<file path="config.mk">
export PLATFORM = sky130hd
export DESIGN_NAME = vram_op_sequencer
export DESIGN_NICKNAME = d
export VERILOG_FILES = /design/src/rtl/vram_seq_pkg.sv /design/src/rtl/vram_port_mux.sv /design/src/rtl/vram_op_sequencer.sv
export SDC_FILE = /design/constraint.sdc
export NUM_CORES = 1
export LEC_CHECK = 0
export ABC_AREA = 1
export BUFFER_PORTS_ARGS = -buffer_cell sky130_fd_sc_hd__clkbuf_2
export CAP_MARGIN = 5
export CORE_MARGIN = 2
export CORE_UTILIZATION = 50
export CTS_CLUSTER_SIZE = 10
export DETAILED_ROUTE_END_ITERATION = 10
export PLACE_DENSITY = 0.88
export SYNTH_ARGS = -nofsm -noshare
export SYNTH_HDL_FRONTEND = slang
export SYNTH_SLANG_ARGS = --single-unit
</file>
<file path="constraint.sdc">
create_clock -name CLK -period 2 [get_ports CLK]
set_input_delay 0.2 -clock CLK [delete_from_list [all_inputs] [get_ports CLK]]
set_output_delay 0.2 -clock CLK [all_outputs]
set_load 0.005 [all_outputs]
</file>
<file path="src/rtl/vram_seq_pkg.sv">
// Shared types and constants for the VRAM op sequencer.
// Optional VRAM_SEQ_VSYNC_ALIGN_EN adds the WAIT_VS state.
package vram_seq_pkg;

  localparam int VRAM_WORDS    = 1200;
  localparam int LAST_COPY_DST = 1159;

  typedef enum logic [1:0] {
    OP_FILL_ALL  = 2'd0,
    OP_FILL_ROW  = 2'd1,
    OP_SCROLL_UP = 2'd2,
    OP_RSVD      = 2'd3
  } op_e;

  typedef enum logic [2:0] {
    ST_IDLE    = 3'd0,
    ST_COPY_RD = 3'd1,
    ST_COPY_WR = 3'd2,
    ST_FILL    = 3'd3,
`ifdef VRAM_SEQ_VSYNC_ALIGN_EN
    ST_DONE    = 3'd4,
    ST_WAIT_VS = 3'd5
`else
    ST_DONE    = 3'd4
`endif
  } state_e;

endpackage

</file>
<file path="src/rtl/vram_port_mux.sv">
// Port-A arbiter: the CPU always wins; the engine gets the port only on
// cycles with no CPU access. Engine accesses are always full-word.
module vram_port_mux #(
  parameter int ADDR_W = 11
) (
  input  logic              cpu_rd,
  input  logic              cpu_wr,
  input  logic [ADDR_W-1:0] cpu_addr,
  input  logic [3:0]        cpu_byteen,
  input  logic [31:0]       cpu_wdata,
  input  logic              eng_rden,
  input  logic              eng_wren,
  input  logic [ADDR_W-1:0] eng_addr,
  input  logic [31:0]       eng_wdata,
  output logic              eng_gnt,
  output logic [ADDR_W-1:0] mem_addr,
  output logic [3:0]        mem_byteen,
  output logic [31:0]       mem_wdata,
  output logic              mem_rden,
  output logic              mem_wren
);

  // Select CPU or engine onto port A
  always_comb begin
    eng_gnt = ~(cpu_rd | cpu_wr);
    if (eng_gnt) begin
      mem_addr   = eng_addr;
      mem_byteen = 4'hF;
      mem_wdata  = eng_wdata;
      mem_rden   = eng_rden;
      mem_wren   = eng_wren;
    end else begin
      mem_addr   = cpu_addr;
      mem_byteen = cpu_byteen;
      mem_wdata  = cpu_wdata;
      mem_rden   = cpu_rd;
      mem_wren   = cpu_wr;
    end
  end

endmodule

</file>
<file path="src/rtl/vram_op_sequencer.sv">
// VRAM command engine (fill all, fill row, scroll up) sharing port A with
// the CPU. Optional VRAM_SEQ_VSYNC_ALIGN_EN holds accepted commands until
// the next falling edge of vs.
module vram_op_sequencer
  import vram_seq_pkg::*;
#(
  parameter int ROW_WORDS = 40,
  parameter int NUM_ROWS  = 30,
  parameter int ADDR_W    = 11
) (
  input  logic              CLK,
  input  logic              RESET,
`ifdef VRAM_SEQ_VSYNC_ALIGN_EN
  input  logic              vs,
`endif
  input  logic              cpu_rd,
  input  logic              cpu_wr,
  input  logic [ADDR_W-1:0] cpu_addr,
  input  logic [3:0]        cpu_byteen,
  input  logic [31:0]       cpu_wdata,
  output logic [31:0]       cpu_rdata,
  input  logic              cmd_valid,
  output logic              cmd_ready,
  input  logic [1:0]        cmd_op,
  input  logic [4:0]        cmd_row,
  input  logic [31:0]       cmd_fill,
  output logic [ADDR_W-1:0] mem_addr,
  output logic [3:0]        mem_byteen,
  output logic [31:0]       mem_wdata,
  output logic              mem_rden,
  output logic              mem_wren,
  input  logic [31:0]       mem_q,
  output logic              busy,
  output logic              done
);

  state_e            state_q, state_d;
  logic [ADDR_W-1:0] dst_q, dst_d, end_q, end_d;
  logic [31:0]       hold_q, hold_d, fill_q, fill_d;
  logic              rd_pend_q, rd_pend_d;

  logic              eng_gnt, eng_rden, eng_wren;
  logic [ADDR_W-1:0] eng_addr;
  logic [31:0]       eng_wdata;

  op_e               dec_op;
  logic [4:0]        dec_row;
  state_e            dec_state;
  logic [ADDR_W-1:0] dec_dst, dec_end, row_ext, row_base;

`ifdef VRAM_SEQ_VSYNC_ALIGN_EN
  op_e        op_q, op_d;
  logic [4:0] row_q, row_d;
  logic       vs_q;
  logic       vs_fall;
  assign vs_fall = vs_q & ~vs;
  assign dec_op  = op_q;
  assign dec_row = row_q;
`else
  assign dec_op  = op_e'(cmd_op);
  assign dec_row = cmd_row;
`endif

  assign cpu_rdata = mem_q;
  assign busy      = (state_q != ST_IDLE);
  assign cmd_ready = (state_q == ST_IDLE);
  assign done      = (state_q == ST_DONE);

  // Translate a command into its start state and address window
  always_comb begin
    row_ext   = ADDR_W'(dec_row);
    row_base  = (row_ext << 5) + (row_ext << 3);
    dec_state = ST_DONE;
    dec_dst   = '0;
    dec_end   = '0;
    case (dec_op)
      OP_FILL_ALL: begin
        dec_state = ST_FILL;
        dec_end   = ADDR_W'(VRAM_WORDS - 1);
      end
      OP_FILL_ROW: begin
        // Out-of-range rows complete without touching memory
        if (dec_row < 5'(NUM_ROWS)) begin
          dec_state = ST_FILL;
          dec_dst   = row_base;
          dec_end   = row_base + ADDR_W'(ROW_WORDS - 1);
        end
      end
      OP_SCROLL_UP: dec_state = ST_COPY_RD;
      default:      dec_state = ST_DONE;
    endcase
  end

  // Next-state, counters and engine port requests
  always_comb begin
    state_d   = state_q;
    dst_d     = dst_q;
    end_d     = end_q;
    fill_d    = fill_q;
    rd_pend_d = 1'b0;
    // Read data lands one cycle after issue, whoever owns the port then
    hold_d    = rd_pend_q ? mem_q : hold_q;
    eng_rden  = 1'b0;
    eng_wren  = 1'b0;
    eng_addr  = dst_q;
    eng_wdata = fill_q;
`ifdef VRAM_SEQ_VSYNC_ALIGN_EN
    op_d      = op_q;
    row_d     = row_q;
`endif
    case (state_q)
      ST_IDLE: begin
        if (cmd_valid) begin
          fill_d = cmd_fill;
`ifdef VRAM_SEQ_VSYNC_ALIGN_EN
          op_d    = op_e'(cmd_op);
          row_d   = cmd_row;
          state_d = ST_WAIT_VS;
`else
          state_d = dec_state;
          dst_d   = dec_dst;
          end_d   = dec_end;
`endif
        end
      end
`ifdef VRAM_SEQ_VSYNC_ALIGN_EN
      ST_WAIT_VS: begin
        if (vs_fall) begin
          state_d = dec_state;
          dst_d   = dec_dst;
          end_d   = dec_end;
        end
      end
`endif
      ST_COPY_RD: begin
        eng_rden = 1'b1;
        eng_addr = dst_q + ADDR_W'(ROW_WORDS);
        if (eng_gnt) begin
          rd_pend_d = 1'b1;
          state_d   = ST_COPY_WR;
        end
      end
      ST_COPY_WR: begin
        // Forward fresh read data so an uncontested copy takes two cycles
        eng_wren  = 1'b1;
        eng_wdata = rd_pend_q ? mem_q : hold_q;
        if (eng_gnt) begin
          if (dst_q == ADDR_W'(LAST_COPY_DST)) begin
            dst_d   = ADDR_W'(LAST_COPY_DST + 1);
            end_d   = ADDR_W'(VRAM_WORDS - 1);
            state_d = ST_FILL;
          end else begin
            dst_d   = dst_q + 1'b1;
            state_d = ST_COPY_RD;
          end
        end
      end
      ST_FILL: begin
        eng_wren = 1'b1;
        if (eng_gnt) begin
          if (dst_q == end_q) state_d = ST_DONE;
          else                dst_d   = dst_q + 1'b1;
        end
      end
      ST_DONE: state_d = ST_IDLE;
      default: state_d = ST_IDLE;
    endcase
  end

  // A reset cycle must not let a pending engine access reach the RAM
  vram_port_mux #(.ADDR_W(ADDR_W)) u_mux (
    .cpu_rd     (cpu_rd),
    .cpu_wr     (cpu_wr),
    .cpu_addr   (cpu_addr),
    .cpu_byteen (cpu_byteen),
    .cpu_wdata  (cpu_wdata),
    .eng_rden   (eng_rden & ~RESET),
    .eng_wren   (eng_wren & ~RESET),
    .eng_addr   (eng_addr),
    .eng_wdata  (eng_wdata),
    .eng_gnt    (eng_gnt),
    .mem_addr   (mem_addr),
    .mem_byteen (mem_byteen),
    .mem_wdata  (mem_wdata),
    .mem_rden   (mem_rden),
    .mem_wren   (mem_wren)
  );

  // State and datapath registers, synchronous reset
  always_ff @(posedge CLK) begin
    if (RESET) begin
      state_q   <= ST_IDLE;
      dst_q     <= '0;
      end_q     <= '0;
      hold_q    <= '0;
      fill_q    <= '0;
      rd_pend_q <= 1'b0;
`ifdef VRAM_SEQ_VSYNC_ALIGN_EN
      op_q      <= OP_FILL_ALL;
      row_q     <= '0;
      vs_q      <= 1'b1;
`endif
    end else begin
      state_q   <= state_d;
      dst_q     <= dst_d;
      end_q     <= end_d;
      hold_q    <= hold_d;
      fill_q    <= fill_d;
      rd_pend_q <= rd_pend_d;
`ifdef VRAM_SEQ_VSYNC_ALIGN_EN
      op_q      <= op_d;
      row_q     <= row_d;
      vs_q      <= vs;
`endif
    end
  end

endmodule

</file>
# Yosys cells after proc, flatten, opt, wreduce, memory -nomap -nowiden
# Index checks and enable logic that the tools add are counted.
dict set report totals {
  regBits 90
  in_bits 123
  output_inout_bits 84
  wordCells 76
}
dict set report op_classes {
  addsub 4
  n_lt_le_gt_ge 1
  n_eq_ne 15
  muxes 34
  bitwise_logic 5
  n_reduce_logical 11
}
# operator count
set ops {}
lappend ops {{two-way mux 11 bit} 13}
lappend ops {{two-way mux 32 bit} 3}
lappend ops {{one-hot mux 11 bit (2 select lines)} 2}
lappend ops {{one-hot mux 11 bit (3 select lines)} 1}
lappend ops {{adder 11 x 6 -> 11 bit (second input constant)} 2}
lappend ops {{two-way mux 3 bit} 6}
lappend ops {{inequality test 2 bit (second input constant)} 7}
lappend ops {{one-hot mux 3 bit (4 select lines)} 1}
lappend ops {{adder 10 x 8 -> 11 bit} 1}
lappend ops {{adder 11 x 1 -> 11 bit (second input constant)} 1}
lappend ops {{equality test 11 bit} 1}
lappend ops {{equality test 11 bit (second input constant)} 1}
lappend ops {{AND reduction 5 bit} 2}
lappend ops {{one-hot mux 3 bit (3 select lines)} 1}
lappend ops {{equality test 3 x 2 -> 1 bit (second input constant)} 2}
lappend ops {{nonzero test 3 bit} 2}
lappend ops {{less-than comparator 5 bit (second input constant)} 1}
lappend ops {{two-way mux 1 bit} 5}
lappend ops {{two-way mux 4 bit} 1}
lappend ops {{AND reduction 4 bit} 1}
lappend ops {{OR reduction 2 bit} 2}
lappend ops {{equality test 3 x 1 -> 1 bit (second input constant)} 1}
lappend ops {{equality test 3 bit (second input constant)} 1}
lappend ops {{logical NOT 3 bit} 1}
lappend ops {{9 further kinds} 11}

# Depth between registers and ports, before layout
# Gate-level depths: netlist (run 1).
dict set report depth {
  depth_word 6
  ltp_mapped 12
  ltp_nobuf 12
}

# Cells and area by module
# Synthesis (run 1) repeated with hierarchy kept, for this count alone.
dict set report hier_totals {
  cells_unflattened 833
  area_unflattened_um2 5457.7
}
# mod n_inst cells_per_inst area_each_um2 seq_area_each_um2
set modules_own_cells {}
lappend modules_own_cells {vram_op_sequencer 1 678 4733.3 1761.7}
lappend modules_own_cells {vram_port_mux 1 155 724.4 0.0}

# Worst setup path before layout (run 1)
# No wires, ideal clock.
dict set report synth_path {
  path_type {input -> register}
  start {input port cmd_row[0]}
  end {register end_q[10]}
  setup_ns 0.070
  arrival_time_ns 1.552
  t_required_ns 1.930
  slack_ns 0.379
  stages 9
  n_path_buf 0
  cell_sequence {ha_1 > fa_1 > xor2_1 > nand3_1 > nor2_1 > nand2_1 > o21ai_0 > nand2_1 > a21oi_1}
}
dict set report synth_between {
  elab_chain_len 6
}
# element line
set synth_lines {}
lappend synth_lines {{start: declaration} vram_op_sequencer.sv:25} ;# input logic [4:0] cmd_row,
lappend synth_lines {{adder 10 x 8 -> 11 bit} vram_op_sequencer.sv:72} ;# row_base = (row_ext << 5) + (row_ext << 3);
lappend synth_lines {{adder 11 x 6 -> 11 bit} vram_op_sequencer.sv:86} ;# dec_end = row_base + ADDR_W'(ROW_WORDS - 1);
lappend synth_lines {{two-way mux 11 bit (*)} vram_op_sequencer.sv:83} ;# if (dec_row < 5'(NUM_ROWS)) begin
lappend synth_lines {{one-hot mux 11 bit (2 select lines) (*)} vram_op_sequencer.sv:76} ;# case (dec_op)
lappend synth_lines {{two-way mux 11 bit (*)} vram_op_sequencer.sv:113} ;# if (cmd_valid) begin
lappend synth_lines {{one-hot mux 11 bit (2 select lines) (*)} vram_op_sequencer.sv:111} ;# case (state_q)
lappend synth_lines {{end signal: assignment} vram_op_sequencer.sv:206} ;# end_q <= end_d;
lappend synth_lines {{end: declaration} vram_op_sequencer.sv:38} ;# logic [ADDR_W-1:0] dst_q, dst_d, end_q, end_d;
# Every way passes the cells marked *; elsewhere a longest branch is shown, timed or not. The select of a mux whose other input is x is not followed.
# A chain may end at the register's enable or synchronous reset.

# Worst setup path in the final report (run 1)
dict set report layout_path {
  start {register state_q[0]}
  end {output port mem_addr[9]}
}
dict set report layout_between {
  elab_chain_len 3
}
# element line
set layout_lines {}
lappend layout_lines {{start: declaration} vram_op_sequencer.sv:37} ;# state_e state_q, state_d;
lappend layout_lines {{start signal: assignment} vram_op_sequencer.sv:204} ;# state_q <= state_d;
lappend layout_lines {{equality test 3 x 1 -> 1 bit} vram_op_sequencer.sv:111}
lappend layout_lines {{two-way mux 11 bit} vram_op_sequencer.sv:111}
lappend layout_lines {{two-way mux 11 bit} vram_port_mux.sv:26} ;# if (eng_gnt) begin
lappend layout_lines {{end: declaration} vram_op_sequencer.sv:27} ;# output logic [ADDR_W-1:0] mem_addr,
# Every way passes these cells.

==> results of run 1 <==
-- power by group through the flow --
stage	clock network (mW)	registers, mW	logic, mW
global placement	0	2.44	3.12
CTS	1.40	2.42	3.19
floorplan	0	2.32	2.25
global route	1.49	2.47	3.89
finish	1.37	2.44	3.48
detailed placement	0	2.44	3.16
-- layout make-up --
class | count | area share, %
multi-input cells | 584 | 44.3
well taps | 136 | 2.54
flip-flops and latches | 88 | 26.7
inverters | 50 | 2.91
repair buffers | 240 | 20.3
clock inverters | 4 | 1.14
clock buffers | 12 | 2.17
-- kinds of logic after synthesis --
kind of cell	synth area share, %
buf+inv	11.5
compound gates	14.2
flops	33.4
fa+ha+maj	1.80
mux	6.07
simple gates	30.8
xor+xnor	2.32
-- state kept, by name, summed over array words and instances (netlist names) --
register	cells
dst_q	11
rd_pend_q	1
state_q	3
end_q	9
hold_q	32
fill_q	32
-- routing by layer --
layer	global-route usage, %	share of wire [%]	up-vias
met5	0	0	-
met4	10.4	2.7	0
met3	3.95	8.0	36
met2	42.8	47	271
met1	34.9	42	2593
li1	-	-	2907
-- cells in the final DEF, fill, tap and decap left out, types with 6 or more instances in the layout --
cell type  netlist  layout
a21oi_1         81      79
buf_4           32      27
clkbuf_2         0     204
clkbuf_8         0      10
dfxtp_1         88      79
inv_1           45      42
mux2i_1         32      31
nand2_1        136     133
nand3_1         58      58
nor2_1         165     163
nor3_1           7       6
o21ai_0         55      32
o21ai_1          0      23
or2_2            6       6
xor2_1          11      11
-- critical path, delay by kind of cell (launching register included) --
kind	cells	cell delay, ns
AO/OA/AOI/OAI	1	0.12
XOR/XNOR	1	0.15
buffers and inverters	3	0.33
flip-flops	1	0.38
AND/OR/NAND/NOR	4	0.45
-- worst max-delay path by stage --
stage                     from       endpoint  slack, ns  depth (start not counted)
floorplan           cmd_row[0]      end_q[10]       0.38                          9
global route        state_q[0]    mem_addr[9]      -0.06                          9
finish              state_q[0]    mem_addr[9]       0.01                          9
detailed placement  cmd_row[0]      end_q[10]       0.13                         10
CTS                 state_q[1]  mem_wdata[26]      0.005                          8
global placement    cmd_row[0]      end_q[10]       0.18                         10
-- synthesized netlist by cell type, types with 2 or more instances --
cell type | number | area share [%]
a21oi_1 | 81 | 7.7
ha_1 | 6 | 1.4
a31oi_1 | 2 | 0.24
buf_4 | 32 | 4.6
nor2_4 | 2 | 0.43
o21ai_0 | 55 | 5.2
inv_1 | 45 | 3.2
buf_2 | 10 | 0.95
or2_2 | 6 | 0.71
xor2_1 | 11 | 1.8
o31ai_1 | 2 | 0.28
nand2_2 | 2 | 0.24
nor2_1 | 165 | 12
nand2_1 | 136 | 9.7
nand4_1 | 4 | 0.47
mux2i_1 | 32 | 6.1
clkbuf_1 | 32 | 2.3
xnor2_1 | 3 | 0.50
nand3_1 | 58 | 5.5
inv_2 | 3 | 0.21
dfxtp_1 | 88 | 33
nor2_2 | 2 | 0.24
nor3_1 | 7 | 0.66
o21bai_1 | 2 | 0.28
-- repair_timing --
action,in CTS,in global routing
pin swaps,1,7
gates resized for setup,15,44
setup endpoints to repair,20,37
gates cloned,0,1
buffers inserted,0,9
-- through the flow --
stage | cells | TNS, ns | area, um^2
3_5_place_dp | 1088 | 0 | 6290
2_1_floorplan | 797 | 0 | 5280
5_1_grt | 1114 | -0.0804 | 6700
6_report | 1114 | 0 | 6700
3_3_place_gp | 1088 | 0 | 6290
4_1_cts | 1104 | 0 | 6540
==> impl_metrics.env, run 1 <==
export IMPL_outcome="completed"
export IMPL_htree_levels=3
export IMPL_total_power_mw=7.30
export IMPL_ys_types=35
export IMPL_wire_per_inst_um=14.1
export IMPL_dieArea_um2=11400
export IMPL_power_frac_comb_pct=47.8
export IMPL_relSlewSlack_pct=52.8
export IMPL_numPortBuffers=206
export IMPL_cp_required_ns=1.80
export IMPL_hp_start="cmd_fill[10]"
export IMPL_first_pass_iters=5
export IMPL_period_share_pct=99.3
export IMPL_synth_seq_area_share_pct=33.4
export IMPL_worst_setup_path_type="flop to output pin"
export IMPL_multi_input_area_um2=2970
export IMPL_p_seq_share_pct=33.4
export IMPL_via_count=5807
export IMPL_p_leak_nw=3.17
export IMPL_area_growth_synth_to_final_pct=26.9
export IMPL_cts_tree="done"
export IMPL_antenna_cells=0
export IMPL_ys_flop_type="dfxtp_1"
export IMPL_die_h_um=107
export IMPL_max_freq_mhz=504
export IMPL_worstPathMaxFanout=5
export IMPL_die_x_um=107
export IMPL_final_max_slew_viol_count=0
export IMPL_whs_path_depth=3
export IMPL_power_switching_mw=3.09
export IMPL_drive_gt1_share_pct=30.5
export IMPL_cts_max_path_buffers=2
export IMPL_fin_worst_skew_ns=0.0107
export IMPL_end_kind="output pin"
export IMPL_overflow=0
export IMPL_grt_pass1_vias=5065
export IMPL_worstSetupStartpointType="flop"
export IMPL_hold_path_end="fill_q[10]"
export IMPL_maxCapViolCount=0
export IMPL_swShare_pct=42.3
export IMPL_hold_viol=0
export IMPL_antenna_found_initial=0
export IMPL_grt_max_degree=70
export IMPL_synthCells=797
export IMPL_crit_path_top_delay_cell="dfxtp_4"
export IMPL_p_clk_share_pct=18.8
export IMPL_r2r_slack_ns=0.20
export IMPL_grt_pass1_wl_mm=24.0
export IMPL_post_synth_cell_area_avg_um2=6.62
export IMPL_vdd_ir_drop_worst_v=0.000523
export IMPL_io_pins=207
export IMPL_power_density_nw_per_um2=1090
export IMPL_worstReg2RegEnd="dst_q[5]"
export IMPL_whs_ns=0.0839
export IMPL_cts_buffers=9
export IMPL_min_path_type="input port to flop"
export IMPL_reg2reg_depth=11
export IMPL_drcViolationCount=0
export IMPL_core_um2=10300
export IMPL_path_clk_slew_ns=0.09
export IMPL_clock_latency_ns=0.36
export IMPL_max_stage_delay_ns=0.38
export IMPL_wirelength_mm=15.8
export IMPL_fin_util_pct=65.2
export IMPL_n_fill_cell=945
export IMPL_postRouteAntennaNets=0
export IMPL_ys_ff_latch=88
export IMPL_synthArstFlopShare_pct=0
export IMPL_worstPathArrival_ns=1.79
export IMPL_ys_warn_count=0
export IMPL_place_ws_ns=0.130
export IMPL_dpl_hpwl_mm=11.5
export IMPL_grt_usage_pct=26.2
export IMPL_root_buffer="clkbuf_8"
export IMPL_rsz0062_at_grt="yes"
export IMPL_p_int_mw=4.21
export IMPL_fin_crit_ns=1.99
export IMPL_regArea_um2=1790
export IMPL_crit_chain="inv_6, nor3_4, buf_6, nand2_2, nor2_2, nand2_1, xor2_1, o21ai_1, buf_2"
export IMPL_netlist_area_um2=5280
export IMPL_first_iter_violations=372
export IMPL_viasPerCell=5.21
export IMPL_finalSetupViolations=0
export IMPL_gp_congestion=0.965
export IMPL_synth_nets=927
export IMPL_start_util_pct=51.3
export IMPL_cts_sinks=88
export IMPL_holdBufCountCts=0
export IMPL_placementRows=37
export IMPL_synth_edf_count=0
export IMPL_worstMarginPinSlew_ns=0.708
export IMPL_r2r_start="state_q[1]"
export IMPL_setup_ws_ns=0.0146
export IMPL_final_nets=1103
Note: power is estimated with default switching activity, not from simulation.
==> run 2, diff against run 1 <==
--- a/config.mk
+++ b/config.mk
@@ -5,14 +5,13 @@
 export SDC_FILE = /design/constraint.sdc
 export NUM_CORES = 1
 export LEC_CHECK = 0
-export ABC_AREA = 1
 export BUFFER_PORTS_ARGS = -buffer_cell sky130_fd_sc_hd__clkbuf_2
 export CAP_MARGIN = 5
 export CORE_MARGIN = 2
-export CORE_UTILIZATION = 50
+export CORE_UTILIZATION = 49
 export CTS_CLUSTER_SIZE = 10
 export DETAILED_ROUTE_END_ITERATION = 10
-export PLACE_DENSITY = 0.88
+export PLACE_DENSITY = 0.87
 export SYNTH_ARGS = -nofsm -noshare
 export SYNTH_HDL_FRONTEND = slang
 export SYNTH_SLANG_ARGS = --single-unit
==> constraint.sdc (replaced) <==
create_clock -name CLK -period 1.84 [get_ports CLK]
set_input_delay 0.184 -clock CLK [delete_from_list [all_inputs] [get_ports CLK]]
set_output_delay 0.184 -clock CLK [all_outputs]
set_load 0.005 [all_outputs]
==> run 2 against run 1 <==
Effect of this change:
- the flow now finishes with violations (negative setup slack)
- sequential cell count stayed put
- clock-buffer cell count is 2 lower
- register-to-register slack worse by 0.40 ns
- synthesized area is 3.8% lower
- die area is 1.8% lower
- final cell count is 6.6% lower
- first-iteration DRC count is 9.4% higher
- global-route usage is 0.78 points higher
- clock power is 5% higher
- sequential share of layout area is 3.2 points lower
- setup slack worse by 0.22 ns
- critical path type is now flop to flop
- critical endpoint is now end_q[7]
- largest cell class unchanged
==> impl_metrics.env, run 2 <==
export IMPL_synth_top_area_share_pct=34.7
export IMPL_core_um2=10200
export IMPL_cp_required_ns=2.08
export IMPL_place_ws_ns=-0.158
export IMPL_r2r_slack_ns=-0.20
export IMPL_worstReg2RegEnd="end_q[7]"
export IMPL_max_freq_mhz=490
export IMPL_hold_viol=0
export IMPL_via_count=5723
export IMPL_first_pass_iters=6
export IMPL_synth_commonest_cells="156 x nand2_1, 88 x dfxtp_1, 86 x o21ai_0"
export IMPL_synthCells=683
export IMPL_power_density_nw_per_um2=758
export IMPL_die_h_um=106
export IMPL_ys_flop_type="dfxtp_1"
export IMPL_postRouteAntennaNets=0
export IMPL_area_growth_synth_to_final_pct=49.3
export IMPL_fin_tns_setup_ns=-7.02
export IMPL_cts_max_path_buffers=2
export IMPL_start_util_pct=49.8
export IMPL_r2r_start="dst_q[6]"
export IMPL_post_synth_cell_area_avg_um2=7.43
export IMPL_grt_max_degree=91
export IMPL_whs_ns=0.0346
export IMPL_synth_edf_count=0
export IMPL_worstSetupStartpointType="flop"
export IMPL_synth_nets=813
export IMPL_fin_worst_skew_ns=0.0114
export IMPL_placed_area_um2=6330
export IMPL_violations="negative setup slack"
export IMPL_worstMarginPinSlew_ns=0.470
export IMPL_cts_sinks=88
export IMPL_maxCapViolCount=0
export IMPL_root_buffer="clkbuf_8"
export IMPL_synth_area_leaders="dfxtp_1 35%, nand2_1 12%, o21ai_0 8.5%"
export IMPL_netlist_area_um2=5070
export IMPL_holdBufCountCts=0
export IMPL_synth_largest_area_cell="dfxtp_1"
export IMPL_final_cell_area_um2=7580
export IMPL_antenna_cells=0
export IMPL_period_share_pct=111
export IMPL_first_iter_violations=407
export IMPL_layout_common_cells="175 x clkbuf_2, 126 x nand2_1, 77 x dfxtp_1"
export IMPL_cts_tree="done"
export IMPL_wirelength_mm=17.0
export IMPL_fin_util_pct=74.4
export IMPL_antenna_found_initial=0
export IMPL_worstPathArrival_ns=2.28
export IMPL_total_power_mw=5.75
export IMPL_outcome="finished, violations left"
export IMPL_worstPathMaxFanout=5
export IMPL_io_pins=207
export IMPL_layout_commonest_cell="clkbuf_2"
export IMPL_synth_most_common_cell="nand2_1"
export IMPL_synthArstFlopShare_pct=0
export IMPL_clock_latency_ns=0.36
export IMPL_dieArea_um2=11200
export IMPL_overflow=0
export IMPL_worst_setup_path_type="flop to flop"
export IMPL_relSlewSlack_pct=68.3
export IMPL_crit_start="dst_q[6]"
export IMPL_wire_per_inst_um=16.4
export IMPL_cts_buffers=9
export IMPL_fin_cells=1040
export IMPL_finalSetupViolations=62
export IMPL_top_regs="fill_q x32, hold_q x32, dst_q x11"
export IMPL_synth_seq_area_share_pct=34.7
export IMPL_grt_pass1_wl_mm=24.2
export IMPL_drcViolationCount=0
export IMPL_rsz0062_at_grt="yes"
export IMPL_p_leak_nw=3.32
export IMPL_grt_pass1_vias=5041
export IMPL_viasPerCell=5.50
export IMPL_ys_warn_count=0
export IMPL_numPortBuffers=206
export IMPL_placed_cells=997
export IMPL_die_x_um=106
export IMPL_ys_ff_latch=88
export IMPL_vdd_ir_drop_worst_v=0.000534
export IMPL_ys_types=58
export IMPL_endpoint="end_q[7]"
export IMPL_final_max_slew_viol_count=0
export IMPL_end_kind="flop"
export IMPL_min_path_type="input port to flop"
export IMPL_grt_usage_pct=27.0
export IMPL_fin_crit_ns=2.04
export IMPL_setup_ws_ns=-0.202
export IMPL_path_clk_slew_ns=0.10
export IMPL_final_nets=1029
export IMPL_htree_levels=3
export IMPL_placementRows=37
export IMPL_drive_gt1_share_pct=47.6
export IMPL_gp_congestion=0.925
export IMPL_reg2reg_depth=5
export IMPL_dpl_hpwl_mm=10.6
-- run 2: cell count changes after synthesis, moves of 6 or more --
| cell | before | now |
|---|---|---|
| a21oi_1 | 81 | 49 |
| and3_1 | 0 | 6 |
| inv_1 | 45 | 8 |
| nand2_1 | 136 | 156 |
| nand2b_1 | 0 | 9 |
| nand3_1 | 58 | 11 |
| nor2_1 | 165 | 49 |
| nor3b_1 | 0 | 6 |
| o21ai_0 | 55 | 86 |
| xnor2_1 | 3 | 9 |
-- run 2: timing repair --
action | 4_1_cts | 5_1_grt
endpoints found under the setup margin | 62 | 67
hold endpoints to repair | 0 | 0
pin swaps | 22 | 27
gates resized for setup | 124 | 154
gates cloned | 7 | 4
buffers inserted | 14 | 4
-- run 2: power breakdown --
| part | internal [mW] | leakage, nW | total (mW) | switching, mW |
|---|---|---|---|---|
| Clock | 0.685 | 0.105 | 1.44 | 0.752 |
| Sequential | 2.03 | 0.721 | 2.12 | 0.0926 |
| Combinational | 1.07 | 2.49 | 2.19 | 1.12 |
-- run 2: area by class of cell --
type,count,area [um^2]
multi-input cells,505,3420
flip-flops and latches,88,1780
fillers,732,2610
clock inverters,6,75.1
clock buffers,10,138
repair buffers,287,1960
inverters,8,30.0
well taps,136,170
-- run 2: how the worst min path moves through the flow --
stage	from	endpoint	slack, ns	cells after the start
final	cmd_fill[17]	fill_q[17]	0.03	3
after global routing	cmd_fill[17]	fill_q[17]	0.03	3
after CTS	cmd_fill[19]	fill_q[19]	0.02	3
after detailed placement	cmd_fill[0]	fill_q[0]	0.41	3
after global placement	cmd_fill[20]	fill_q[20]	0.41	3
after floorplan	cmd_fill[0]	fill_q[0]	0.32	2
-- run 2: cell families after synthesis --
| kind of cell | synth area share (%) |
|---|---|
| fa+ha+maj | 1.87 |
| buf+inv | 9.44 |
| simple gates | 23.7 |
| mux | 6.95 |
| compound gates | 19.2 |
| xor+xnor | 4.07 |
| flops | 34.7 |
-- run 2: worst max-delay path: stages, from the launching register on --
cell	delay [ns]
dfxtp_2	0.34
or4b_4	0.53
or4_4	0.47
a21oi_4	0.19
nor3b_4	0.29
a21oi_1	0.10
-- run 2: metal layers --
| metal | global-route usage, % | up-vias | wire length, um |
|---|---|---|---|
| li1 | - | 2741 | - |
| met1 | 34.3 | 2673 | 6900 |
| met2 | 46.1 | 262 | 8440 |
| met3 | 4.33 | 47 | 1250 |
| met4 | 9.96 | 0 | 429 |
| met5 | 0 | - | 0 |
